$ cat src/rtl/ora_misr.sv
// rtl/ora_misr.sv - LBIST output response analyzer: MISR compaction with golden-signature compare
module ora_misr #(
    parameter int OUTPUT_BITS  = 4,
    parameter int SIG_BITS     = 8,
    parameter int NUM_PATTERNS = 200,
    parameter logic [SIG_BITS-1:0] POLY = SIG_BITS'('h1D),
    parameter logic [SIG_BITS-1:0] SEED = '0,
    localparam int CNT_BITS = $clog2(NUM_PATTERNS + 1)
) (
    input  logic                   clk,
    input  logic                   rst,
    input  logic                   start,
    input  logic                   abort,
    input  logic                   resp_valid,
    input  logic [OUTPUT_BITS-1:0] resp,
    input  logic [SIG_BITS-1:0]    golden_sig,
    output logic                   busy,
    output logic                   done,
    output logic                   pass,
    output logic                   overrun,
    output logic [SIG_BITS-1:0]    signature,
    output logic [CNT_BITS-1:0]    count
);

    typedef enum logic [1:0] {
        IDLE    = 2'd0,
        COMPACT = 2'd1,
        COMPARE = 2'd2,
        DONE    = 2'd3
    } state_t;

    state_t state;
    state_t state_next;

    logic                session_start;
    logic                abort_active;
    logic                compact_en;
    logic                last_word;
    logic [SIG_BITS-1:0] misr_next;

    // A new session may only be opened from IDLE or DONE; abort outranks start.
    assign session_start = start && !abort && (state == IDLE || state == DONE);
    assign abort_active  = abort && (state != IDLE);
    assign compact_en    = (state == COMPACT) && !abort && resp_valid;
    assign last_word     = (count == CNT_BITS'(NUM_PATTERNS - 1));

    // Shift left, fold the bit falling off the top back in through the taps, then mix in the response.
    assign misr_next = {signature[SIG_BITS-2:0], 1'b0}
                     ^ (signature[SIG_BITS-1] ? POLY : '0)
                     ^ SIG_BITS'(resp);

    // State register.
    always_ff @(posedge clk) begin
        if (rst) begin
            state <= IDLE;
        end else begin
            state <= state_next;
        end
    end

    // Next-state decode with priority abort > start > resp_valid.
    always_comb begin
        state_next = state;
        case (state)
            IDLE: begin
                if (!abort && start) state_next = COMPACT;
            end
            COMPACT: begin
                if (abort)                        state_next = IDLE;
                else if (resp_valid && last_word) state_next = COMPARE;
            end
            COMPARE: begin
                state_next = abort ? IDLE : DONE;
            end
            DONE: begin
                if (abort)      state_next = IDLE;
                else if (start) state_next = COMPACT;
            end
            default: state_next = IDLE;
        endcase
    end

    // Registered status flags follow the state being entered so they line up with it.
    always_ff @(posedge clk) begin
        if (rst) begin
            busy <= 1'b0;
            done <= 1'b0;
        end else begin
            busy <= (state_next == COMPACT) || (state_next == COMPARE);
            done <= (state_next == DONE);
        end
    end

    // MISR, word counter, verdict and overrun; abort leaves signature/count intact for debug.
    always_ff @(posedge clk) begin
        if (rst) begin
            signature <= SEED;
            count     <= '0;
            pass      <= 1'b0;
            overrun   <= 1'b0;
        end else if (abort_active) begin
            pass <= 1'b0;
        end else if (session_start) begin
            signature <= SEED;
            count     <= '0;
            pass      <= 1'b0;
            overrun   <= 1'b0;
        end else begin
            if (compact_en) begin
                signature <= misr_next;
                count     <= count + CNT_BITS'(1);
            end
            if (state == COMPARE) begin
                pass <= (signature == golden_sig);
            end
            if (resp_valid && (state == COMPARE || state == DONE)) begin
                overrun <= 1'b1;
            end
        end
    end

endmodule

$ cat config.mk
export PLATFORM = sky130hd
export DESIGN_NAME = ora_misr
export DESIGN_NICKNAME = d
export VERILOG_FILES = /design/src/rtl/ora_misr.sv
export SDC_FILE = /design/constraint.sdc
export NUM_CORES = 1
export LEC_CHECK = 0
export CORE_UTILIZATION = 50
export DETAILED_ROUTE_END_ITERATION = 8
export PLACE_DENSITY = 0.92
export SLEW_MARGIN = 5
export SYNTH_ARGS = -nofsm -noshare
export SYNTH_HDL_FRONTEND = slang
export SYNTH_SLANG_ARGS = --single-unit
$ cat constraint.sdc
create_clock -name clk -period 5.2 [get_ports clk]
set_input_delay 1.04 -clock clk [delete_from_list [all_inputs] [get_ports clk]]
set_output_delay 1.04 -clock clk [all_outputs]
set_load 0.01 [all_outputs]
==> out/metrics.cfg <==
[outcome]
status = finished, final reports clean

[clocking]
h-tree-depth = 1
cts_sinks = 22
cts_buffer_depth = 2
cts_setup_buffers = 0
clk_pin_slew_ns = 0.11
root_buffer = clkbuf_4
cts-hold-fix-buffers = 0
clock_latency_ns = 0.30
cts_tree = yes
numCtsBuffers = 3
post_cts_resized = 0

[pwr]
intPower_mw = 0.221
p_comb_share_pct = 15.2
ir_worst_vdd_mv = 0.156
power_density_nw_per_um2 = 181
switching_share_pct = 24.6
seqPwrFrac_pct = 58.8
p_leak_nw = 0.567
power_switching_mw = 0.0722
clockPowerShare_pct = 26.0

[synthesis]
ys_seq_elements = 22
synthCells = 133
yosysWarningCount = 0
syn_avg_cell_area_sq_um = 9.31
synth-main-ff-cell = dfxtp_1
async_flop_share_pct = 0
ys_types = 38
seq_area_frac_synth_pct = 35.6
synth_fp_nets = 156
synth_edf_count = 0
netlist_area_sq_um = 1240

[finish]
drive_gt1_share_pct = 8.33
fin_nets = 193
stdcell_area_sq_um = 1630
area_growth_pct = 31.2
layout_commonest_cell = clkdlybuf4s50_1
diodes = 0
stdcell_count = 196
mostFrequentLayoutCells = clkdlybuf4s50_1 (36), dfxtp_1 (22), nand2_1 (16)

[worst_setup_path]
cp-end-kind = flip-flop
worstPathMaxFanout = 11
worstSetupPathType = in -> reg
start_kind = primary input
critPathArrivalTime_ns = 2.80
crit_required_ns = 5.40
worstRegToRegCells = 6

[run]
max_cap_viol_count = 0

[routing]
drtIter0Drc = 27
drc = 0
wl_per_cell_um = 13.7
vias = 1059
firstDrtPassIters = 4
drt-total-wl_um = 2680
antenna_left = 0
viasPerCell = 5.40

[timing]
maxSlewHeadroom_pct = 66.4
finalHoldViolCount = 0
fin_setup_tns_ns = 0
rsz0062_at_grt = no
setup_viol = 0
period_needed_ns = 2.60
max_freq_mhz = 384
finalCritPeriodShare_pct = 50.0
holdWs_ns = 0.481
tightest_slew_ns = 0.504
fin_skew_ns = 0.00534
final_max_slew_viol_count = 0

[placement]
place_area_sq_um = 1600
port_buffers = 36
gp_congestion = 0.926
dp_hpwl_um = 2050
dp.cells = 193

[floorplan]
core-area_sq_um = 2280
die_w_um = 51.8
ios = 37
die_y_um = 51.8
dieArea_sq_um = 2680
rows = 17
start_util_pct = 54.4

[global_route]
grt_max_degree = 20
grt_pass1_wl_um = 4580
grtUsageTotal_pct = 23.1
grt_pass1_vias = 1082
antenna_found_initial = 0
overflow = 0

[hold_path]
hold_depth = 2
hold_class = reg -> reg

## worst max-delay path: stages
cell	delay, ns
clkdlybuf4s50_1	0.63
nand2b_1	0.31
and3_1	0.21
o32a_2	0.19
ha_1	0.30
nor2b_1	0.13
## metal layers
layer  track usage (%)  routed length, um  up-vias
met5                 0                  0        -
met4              11.7                 58        0
met3              3.51                131        8
met2              40.9               1360       37
met1              26.7               1130      483
li1                  -                  -      531
## power by group through the flow
stage          Combinational, mW  Sequential [mW]  Clock [mW]
2_1_floorplan             0.0243            0.177           0
3_5_place_dp              0.0443            0.176           0
5_1_grt                   0.0488            0.173      0.0819
4_1_cts                   0.0446            0.173      0.0783
6_report                  0.0445            0.173      0.0764
3_3_place_gp              0.0428            0.176           0
## flip-flops by register name, indices dropped and copies added, names as in the netlist
name and cells:
count 8, signature 8, state 2, busy 1, done 1, overrun 1
pass 1
## stage by stage
stage | power, mW | util (%) | setup slack, ns
after floorplan | 0.201 | - | 3.01
after global placement | 0.219 | 70.4 | 2.38
after detailed placement | 0.221 | 70.4 | 2.29
after CTS | 0.295 | 71.4 | 2.61
after global routing | 0.304 | 71.4 | 2.54
final | 0.294 | 71.4 | 2.60
## worst paths after layout
path                                             from              endpoint  slack [ns]
worst max-delay path                            abort       busy$_SDFF_PP0_        2.60
worst min-delay path             overrun$_SDFFE_PP0P_  overrun$_SDFFE_PP0P_        0.48
worst max register to register  count[0]$_SDFFE_PP0P_       busy$_SDFF_PP0_        3.29
worst min register to register   overrun$_SDFFE_PP0P_  overrun$_SDFFE_PP0P_        0.48
## area by class of cell
cell class | count | area, sq um
fillers | 173 | 651
flip-flops and latches | 22 | 440
multi-input cells | 103 | 752
repair buffers | 36 | 360
well taps | 28 | 35.0
inverters | 4 | 15.0
clock buffers | 3 | 22.5
## cells in the mapped netlist, types with 2 or more instances
cell type	n	area, sq um
xor2_1	7	61.3
ha_1	6	75.1
nor4_1	2	12.5
nand2_1	16	60.1
a311oi_1	2	17.5
nor2_1	11	41.3
xnor2_1	13	114
a211oi_2	2	25.0
dfxtp_1	22	440
nand4b_1	2	17.5
a21oi_1	11	55.1
inv_1	4	15.0
a211oi_1	4	30.0
nor2b_1	4	25.0
and2b_1	2	15.0
nand2b_1	2	12.5
buf_4	2	15.0
## logic make-up (layout without fill, tap and decap cells)
kind of cell / count (synthesis) / count (layout) / synth area share (%)
flops: 22 / 22 / 35.6
compound gates: 28 / 28 / 19.2
buf+inv: 8 / 43 / 3.74
fa+ha+maj: 6 / 6 / 6.06
simple gates: 49 / 49 / 21.3
xor+xnor: 20 / 20 / 14.1
(Power assumes the default switching activity.)
